$ cat src/rtl/clint_trap_ctrl.sv
// Trap sequencer for the machine-mode CLINT CSR write port: mepc, mcause, [mtval], mstatus, redirect.
// Optional mtval write stage enabled by defining CLINT_MTVAL_EN.
module clint_trap_ctrl #(
    parameter logic [63:0] MTVEC_MODE_MASK = 64'hFFFF_FFFF_FFFF_FFFC
) (
    input  logic        clk,
    input  logic        rst,
    input  logic        cmt_valid_i,
    input  logic [63:0] cmt_pc_i,
    input  logic [31:0] cmt_inst_i,
    input  logic        cmt_ecall_i,
    input  logic        cmt_mret_i,
    input  logic        global_int_en_i,
    input  logic        mtime_int_en_i,
    input  logic        mtime_int_pend_i,
    input  logic [63:0] csr_mtvec_i,
    input  logic [63:0] csr_mepc_i,
    input  logic [63:0] csr_mstatus_i,
    output logic        clint_csr_wen_o,
    output logic [11:0] clint_csr_waddr_o,
    output logic [63:0] clint_csr_wdata_o,
    output logic        stall_o,
    output logic        flush_o,
    output logic        redirect_valid_o,
    output logic [63:0] redirect_pc_o,
    output logic        busy_o
);

`ifdef CLINT_MTVAL_EN
    typedef enum logic [2:0] {StIdle, StMepc, StMcause, StMtval, StMstatus, StRedirect} state_e;
`else
    typedef enum logic [2:0] {StIdle, StMepc, StMcause, StMstatus, StRedirect} state_e;
`endif

    state_e      state_q;
    logic [63:0] pc_q;
    logic [63:0] cause_q;
    logic        kind_q;  // 1: mret, 0: trap

    logic irq;
    logic accept;

    assign irq    = global_int_en_i & mtime_int_en_i & mtime_int_pend_i;
    // Reset gating keeps stall_o low while rst is held even if an event is presented.
    assign accept = (state_q == StIdle) & cmt_valid_i & (irq | cmt_ecall_i | cmt_mret_i) & ~rst;

`ifdef CLINT_MTVAL_EN
    logic [31:0] inst_q;

    always_ff @(posedge clk or posedge rst) begin
        if (rst) begin
            inst_q <= 32'd0;
        end else if (accept) begin
            inst_q <= cmt_inst_i;
        end
    end
`else
    logic unused_inst;
    assign unused_inst = ^cmt_inst_i;
`endif

    always_ff @(posedge clk or posedge rst) begin
        if (rst) begin
            state_q <= StIdle;
            pc_q    <= 64'd0;
            cause_q <= 64'd0;
            kind_q  <= 1'b0;
        end else begin
            unique case (state_q)
                StIdle: begin
                    if (accept) begin
                        pc_q    <= cmt_pc_i;
                        cause_q <= irq ? 64'h8000_0000_0000_0007 :
                                   (cmt_ecall_i ? 64'd11 : 64'd0);
                        kind_q  <= ~(irq | cmt_ecall_i);
                        state_q <= (irq | cmt_ecall_i) ? StMepc : StMstatus;
                    end
                end
                StMepc:     state_q <= StMcause;
`ifdef CLINT_MTVAL_EN
                StMcause:   state_q <= StMtval;
                StMtval:    state_q <= StMstatus;
`else
                StMcause:   state_q <= StMstatus;
`endif
                StMstatus:  state_q <= StRedirect;
                StRedirect: state_q <= StIdle;
                default:    state_q <= StIdle;
            endcase
        end
    end

    always_comb begin
        clint_csr_wen_o   = 1'b0;
        clint_csr_waddr_o = 12'h000;
        clint_csr_wdata_o = 64'd0;
        flush_o           = 1'b0;
        redirect_valid_o  = 1'b0;
        redirect_pc_o     = 64'd0;
        unique case (state_q)
            StMepc: begin
                clint_csr_wen_o   = 1'b1;
                clint_csr_waddr_o = 12'h341;
                clint_csr_wdata_o = {pc_q[63:2], 2'b00};
            end
            StMcause: begin
                clint_csr_wen_o   = 1'b1;
                clint_csr_waddr_o = 12'h342;
                clint_csr_wdata_o = cause_q;
            end
`ifdef CLINT_MTVAL_EN
            StMtval: begin
                clint_csr_wen_o   = 1'b1;
                clint_csr_waddr_o = 12'h343;
                clint_csr_wdata_o = cause_q[63] ? 64'd0 : {32'd0, inst_q};
            end
`endif
            StMstatus: begin
                clint_csr_wen_o   = 1'b1;
                clint_csr_waddr_o = 12'h300;
                clint_csr_wdata_o = csr_mstatus_i;
                if (kind_q) begin
                    clint_csr_wdata_o[3] = csr_mstatus_i[7];
                    clint_csr_wdata_o[7] = 1'b1;
                end else begin
                    clint_csr_wdata_o[7] = csr_mstatus_i[3];
                    clint_csr_wdata_o[3] = 1'b0;
                end
                clint_csr_wdata_o[12:11] = 2'b11;
            end
            StRedirect: begin
                flush_o          = 1'b1;
                redirect_valid_o = 1'b1;
                redirect_pc_o    = kind_q ? csr_mepc_i : (csr_mtvec_i & MTVEC_MODE_MASK);
            end
            default: ;
        endcase
    end

    assign busy_o  = (state_q != StIdle);
    assign stall_o = busy_o | accept;

endmodule

$ cat config.mk
export PLATFORM = sky130hd
export DESIGN_NAME = clint_trap_ctrl
export DESIGN_NICKNAME = d
export VERILOG_FILES = /design/src/rtl/clint_trap_ctrl.sv
export SDC_FILE = /design/constraint.sdc
export NUM_CORES = 1
export LEC_CHECK = 0
export ABC_AREA = 1
export ABC_CLOCK_PERIOD_IN_PS = 7000
export BUFFER_PORTS_ARGS = -buffer_cell sky130_fd_sc_hd__buf_2
export CORE_AREA = 2 2 171 173
export CTS_CLUSTER_DIAMETER = 40
export DETAILED_ROUTE_END_ITERATION = 10
export DIE_AREA = 0 0 173 175
export PLACE_DENSITY = 0.45
export SYNTH_ARGS = -nofsm -noshare
export SYNTH_HDL_FRONTEND = slang
export SYNTH_SLANG_ARGS = --single-unit
export TNS_END_PERCENT = 10
$ cat constraint.sdc
create_clock -name clk -period 7 [get_ports clk]
set_input_delay 1.4 -clock clk [delete_from_list [all_inputs] [get_ports clk]]
set_output_delay 1.4 -clock clk [all_outputs]
set_load 0.02 [all_outputs]
==> flow_metrics.py, run 1 <==
metrics = {
    "sta": {
        "tightest_slew_ps": 781.1,
        "slew_viol_final": 0,
        "fin_skew_ps": 5.935,
        "finalCriticalPeriod_ps": 4164,
        "timing.fmax_ghz": 0.2402,
        "hold_viol": 0,
        "rsz0062_at_grt": "no",
        "maxSlewHeadroom_pct": 47.93,
        "fin_tns_setup_ps": 0,
        "fin_crit_sh_pct": 59.48,
        "setup_viol_count_final": 0,
    },
    "clocking": {
        "cts_tree": "yes",
        "postCtsHoldBufs": 0,
        "cts_buffer_depth": 2,
        "clkTransAtPathRegs_ps": 60,
        "cts-resized-gates": 0,
        "cts.sinks": 69,
        "htree_levels": 3,
        "root_buffer": "clkbuf_16",
        "insertion_delay_ps": 340,
        "cts_setup_buffers": 0,
        "cts-buffers-inserted": 9,
    },
    "worst_setup_path": {
        "slowest_delay_ps": 400,
        "startpoint": "rst",
        "timing.rr.start": "state_q[2]",
        "r2r_cells": 7,
        "crit_arrival_ps": 2760,
        "cp-end-kind": "primary output",
        "path_cells": "buf_2 -> clkinv_2 -> nand2_1 -> inv_1 -> a21oi_1 -> inv_1 -> buf_2",
        "critPathSlowestCell": "clkinv_2",
        "cp_num_cells": 7,
        "critPathMaxFanout": 28,
        "endpoint": "stall_o",
        "crit_type": "in -> out",
        "crit_required_ps": 5600,
        "r2r_setup_slack_ps": 5100,
        "crit_family": "buffers and inverters",
        "crit_path_start_kind": "input port",
        "cp_num_buf_inv": 5,
        "r2r_end": "pc_q[21]",
    },
    "placed_design": {
        "io_buffers": 395,
        "dp_hpwl_um": 18590,
        "place.gp.congestion": 0.8476,
    },
    "layout": {
        "fin_nets": 1399,
        "final_util_pct": 25.04,
        "synthToLayoutAreaGrowth_pct": 53.98,
        "layout-drive-gt1-share_pct": 38.99,
    },
    "floorplan": {
        "ios": 441,
        "core_mm2": 0.02839,
        "dieArea_mm2": 0.03028,
        "initial_core_util_pct": 16.26,
        "rows": 62,
        "die_y_um": 175,
        "fp.dieW_um": 173,
    },
    "logic_synthesis": {
        "netlist_instances": 744,
        "synth_most_common_cell": "nand2_1",
        "yosysTopAreaCell": "dfrtp_1",
        "ys_async_sr_fraction_pct": 100.0,
        "synth-edff-count": 0,
        "ys.flop_type": "dfrtp_1",
        "synth.top_cells.by_area": "dfrtp_1 37%, nand2_1 36%, nand3_1 7.4%",
        "yosysSeqAreaShare_pct": 37.40,
        "yosys_register_bits": 69,
        "ys_warn_count": 0,
        "synth_cell_types": 17,
        "avgSynthCellArea_um2": 6.206,
        "synthTopCellsByCount": "447 x nand2_1, 69 x dfrtp_1, 68 x nand3_1",
        "yosysTopAreaCellShare_pct": 37.40,
        "syn_area_mm2": 0.004617,
    },
    "routing": {
        "wl_um": 24030,
        "antenna_left": 0,
        "drt-initial-drc-count": 220,
        "drc": 0,
        "vias": 6036,
        "vias_per_cell": 4.040,
        "drt_pass1_iterations": 4,
        "routedWlPerCell_um": 16.09,
    },
    "worst_hold_path": {
        "holdCritPathClass": "reg -> reg",
        "min_delay_path_depth": 2,
    },
    "power": {
        "pwr_density_cell_mw_per_mm2": 377.0,
        "power.leakage_nw": 4.366,
        "ir_drop_mv": 0.1694,
    },
    "global_routing": {
        "overflow": 0,
        "antenna_found_initial": 3,
        "grt_max_degree": 68,
        "grt_pass1_wl_um": 35470,
        "grt_usage_pct": 15.47,
        "grt_pass1_vias": 5798,
    },
    "outcome": {
        "status": "complete, no violations",
    },
    "job": {
        "cap_violations": 0,
    },
}
## power by group
group / internal (W) / switching, W / leakage [nW] / total [W]
sequential: 0.000584 / 0.000106 / 0.862 / 0.000690
combinational: 0.000439 / 0.00105 / 3.35 / 0.00149
clock: 0.000321 / 0.000183 / 0.158 / 0.000504
total: 0.00134 / 0.00134 / 4.37 / 0.00268
## state kept, by name (all words and copies together) (netlist names)
register / count
cause_q: 3
kind_q: 1
pc_q: 62
state_q: 3
## layout by cell type (no fill, tap or decap), types with 5 or more instances in the layout
cell and count:
nand2_1 446, o21ai_0 5, nand3_1 68, buf_4 9, inv_1 10, dfrtp_1 68
clkbuf_16 9, nor2_1 9, conb_1 7, buf_2 395, a21oi_1 63
## per-layer routing
layer | vias to the layer above | wire length, µm | GRT usage, % | share of wire, %
met2 | 289 | 11560 | 26.52 | 48
met4 | 2 | 788 | 6.532 | 3.3
met1 | 2702 | 9552 | 17.60 | 40
li1 | 3018 | - | - | -
met5 | - | 13 | 0 | 0.054
met3 | 25 | 2122 | 5.178 | 8.8
## metrics by stage
step	instances	hold WS (ps)	power, W	cell area, µm²	setup WS, ps
after global routing	1493	487.2	0.002919	7107	2541
after CTS	1492	474.0	0.002739	7104	2738
after global placement	1476	454.7	0.002208	6779	2710
after detailed placement	1476	458.4	0.002215	6779	2743
final	1494	469.4	0.002680	7109	2836
after floorplan	750	441.9	0.001689	4639	2077
## worst reg2reg max path, cell delays in order (launching register included)
cell	delay, ps
dfrtp_1	520
nor2_4	70
nand2_2	130
nor2_4	50
nand2_2	290
buf_4	540
nand2_1	160
nand2_1	90
## final cells by class
class | instances | area, µm²
clock inverter | 6 | 86.33
antenna | 2 | 5.005
inverter | 14 | 53.80
tap | 384 | 480.5
fill | 3319 | 21280
sequential | 69 | 1728
timing repair buffer | 404 | 2044
clock buffer | 10 | 239.0
multi-input combinational | 605 | 2472
## worst min path at each step
stage	from	to	slack, ps
final	pc_q[33]	pc_q[33]	470
after global routing	pc_q[30]	pc_q[30]	490
after CTS	cause_q[1]	cause_q[1]	470
after detailed placement	pc_q[25]	pc_q[25]	460
after global placement	pc_q[63]	pc_q[63]	450
after floorplan	cause_q[1]	cause_q[1]	440
## cell families (layout without fill, tap and decap cells)
family	after synthesis	count (layout)	synth area share, %
and+or+nand+nor	530	530	45.56
buffers and inverters	76	434	9.594
DFF	69	69	37.40
AOI/OAI and AO/OA	68	68	7.371
other	1	9	0.08122
(Power assumes the default switching activity.)
==> inputs of run 2 (changes only) <==
ABC_AREA = 0   (was 1)
ABC_CLOCK_PERIOD_IN_PS = 4270   (was 7000)
CORE_AREA = 2 2 172 174   (was 2 2 171 173)
DIE_AREA = 0 0 174 176   (was 0 0 173 175)
clock period = 4.27 ns   (was 7 ns; I/O delays follow)
==> run 2 against run 1 <==
Cell area rose by 1.5%; via count decreased by 23%; synthesized cell count fell by 44%; cell count decreased by 21%; utilization is 0.25 points higher; largest cell class unchanged; critical path depth down 2.
==> flow_metrics.py, run 2 <==
metrics = {
    "layout": {
        "reg_top3": "pc_q x62, cause_q x3, state_q x3",
        "multi_input_area_mm2": 0.002644,
        "regMostFlops": "pc_q",
        "fin_nets": 1087,
        "register_area_mm2": 0.001730,
        "layout_commonest_cell": "buf_2",
        "n_fill_cell": 3151,
        "largest_reg_flops": 62,
        "synthToLayoutAreaGrowth_pct": 53.83,
        "layout-drive-gt1-share_pct": 61.89,
        "mostFrequentLayoutCells": "395 x buf_2, 71 x nor2_1, 68 x dfrtp_1",
    },
    "global_routing": {
        "grt_usage_pct": 11.16,
        "antenna_found_initial": 7,
        "grt_max_degree": 68,
        "grt_pass1_vias": 4620,
        "grt_pass1_wl_um": 26470,
        "overflow": 0,
    },
    "logic_synthesis": {
        "ys_async_sr_fraction_pct": 100.0,
        "synthTopCellsByCount": "72 x nor2_1, 69 x dfrtp_1, 62 x mux2i_1",
        "ys_warn_count": 0,
        "synth-edff-count": 0,
        "syn_area_mm2": 0.004693,
        "yosysTopAreaCell": "dfrtp_1",
        "yosys_register_bits": 69,
        "synth.top_cells.by_area": "dfrtp_1 37%, mux2_4 19%, mux2i_1 13%",
        "synth_most_common_cell": "nor2_1",
        "synth_cell_types": 34,
        "avgSynthCellArea_um2": 11.28,
        "yosysSeqAreaShare_pct": 36.79,
        "ys.flop_type": "dfrtp_1",
        "netlist_instances": 416,
        "yosysTopAreaCellShare_pct": 36.79,
    },
    "clocking": {
        "cts-buffers-inserted": 9,
        "cts-resized-gates": 0,
        "cts_buffer_depth": 2,
        "htree_levels": 3,
        "clkTransAtPathRegs_ps": 60,
        "root_buffer": "clkbuf_16",
        "cts.sinks": 69,
        "insertion_delay_ps": 340,
        "cts_setup_buffers": 0,
        "postCtsHoldBufs": 0,
        "cts_tree": "yes",
    },
    "worst_setup_path": {
        "cp_num_buf_inv": 2,
        "cp-end-kind": "primary output",
        "crit_required_ps": 3420,
        "critPathMaxFanout": 30,
        "crit_path_start_kind": "flop",
        "critPathSlowestCell": "nor2_4",
        "crit_family": "simple AND/OR/NAND/NOR gates",
        "path_cells": "nand2b_1 -> nor2_4 -> buf_4 -> a22o_1 -> buf_2",
        "crit_arrival_ps": 2650,
        "crit_type": "reg -> out",
        "slowest_delay_ps": 680,
    },
    "sta": {
        "finalCriticalPeriod_ps": 3499,
        "fin_skew_ps": 9.587,
        "hold_viol": 0,
        "rsz0062_at_grt": "no",
        "maxSlewHeadroom_pct": 27.94,
        "fin_tns_setup_ps": 0,
        "fin_crit_sh_pct": 81.95,
        "timing.fmax_ghz": 0.2858,
        "slew_viol_final": 0,
        "tightest_slew_ps": 1081,
        "setup_viol_count_final": 0,
    },
    "routing": {
        "drc": 0,
        "drt_pass1_iterations": 4,
        "wl_um": 17960,
        "vias_per_cell": 3.912,
        "antenna_left": 0,
        "vias": 4624,
        "drt-initial-drc-count": 134,
        "routedWlPerCell_um": 15.20,
    },
    "floorplan": {
        "dieArea_mm2": 0.03062,
        "fp.dieW_um": 174,
        "initial_core_util_pct": 16.44,
        "ios": 441,
        "core_mm2": 0.02855,
        "rows": 62,
        "die_y_um": 176,
    },
    "placed_design": {
        "place.gp.congestion": 0.7848,
        "io_buffers": 395,
        "dp_hpwl_um": 14440,
    },
    "power": {
        "ir_drop_mv": 0.2059,
        "p_total_w": 0.004652,
        "power.leakage_nw": 3.986,
        "pwr_density_cell_mw_per_mm2": 644.4,
    },
    "job": {
        "cap_violations": 0,
    },
    "worst_hold_path": {
        "holdCritPathClass": "reg -> reg",
    },
    "outcome": {
        "status": "complete, no violations",
    },
}
## run 2: final cells by class
class | instances | share of cell area [%]
multi-input combinational | 303 | 36.62
timing repair buffer | 404 | 28.32
sequential | 69 | 23.97
tap | 384 | 6.655
clock buffer | 9 | 3.120
clock inverter | 6 | 0.9879
inverter | 4 | 0.2253
antenna | 3 | 0.1040
## run 2: kinds of logic after synthesis
group                  count (synthesis)  synth area share, %
buffers and inverters                 50                7.598
other                                  1              0.07990
flip-flops                            69                36.79
XOR/XNOR                               1               0.1867
multiplexers                         126                33.30
AND/OR/NAND/NOR                       96                9.011
AO/OA/AOI/OAI                         73                13.04
## run 2: metrics by stage
stage	hold WS, ps	cell area [µm²]	util (%)	setup slack, ps	instances
2_1_floorplan	465.6	4716	-	1519	422
3_3_place_gp	494.8	6915	24.22	1106	1164
3_5_place_dp	494.7	6915	24.22	1104	1164
4_1_cts	514.3	7212	25.26	720.8	1179
5_1_grt	529.8	7214	25.27	537.1	1180
6_report	505.7	7219	25.29	770.6	1182
## run 2: worst register-to-register path, stage by stage, from the launching register on
cell and delay, ps:
dfrtp_1 550, buf_4 260, nor3_4 350, and3_4 570, buf_4 470, mux2_2 380
## run 2: report_power, final
part | total [W] | leakage (nW) | internal [W] | switching (W)
sequential | 0.00139 | 0.829 | 0.000986 | 0.000401
clock | 0.000756 | 0.139 | 0.000454 | 0.000302
combinational | 0.00251 | 3.02 | 0.00126 | 0.00125
## run 2: path summary, 6_finish.rpt
kind | slack [ps] | endpoint | depth (start not counted) | startpoint
max in group asynchronous | 2780 | pc_q[25] | 3 | rst
worst max register to register | 1590 | pc_q[60] | 5 | state_q[1]
worst min-delay path | 510 | cause_q[2] | 1 | cause_q[2]
worst max-delay path | 770 | clint_csr_wdata_o[56] | 5 | state_q[2]
worst min register to register | 510 | cause_q[2] | 1 | cause_q[2]
min in group asynchronous | 610 | pc_q[53] | 2 | rst
## run 2: routing by layer
metal  GRT usage (%)  up-vias  wire (µm)
met3           3.079       23       1316
met2           20.48      220       9364
met4           3.711        8        310
met5               0        -         51
li1                -     2239          -
met1           12.42     2134       6921
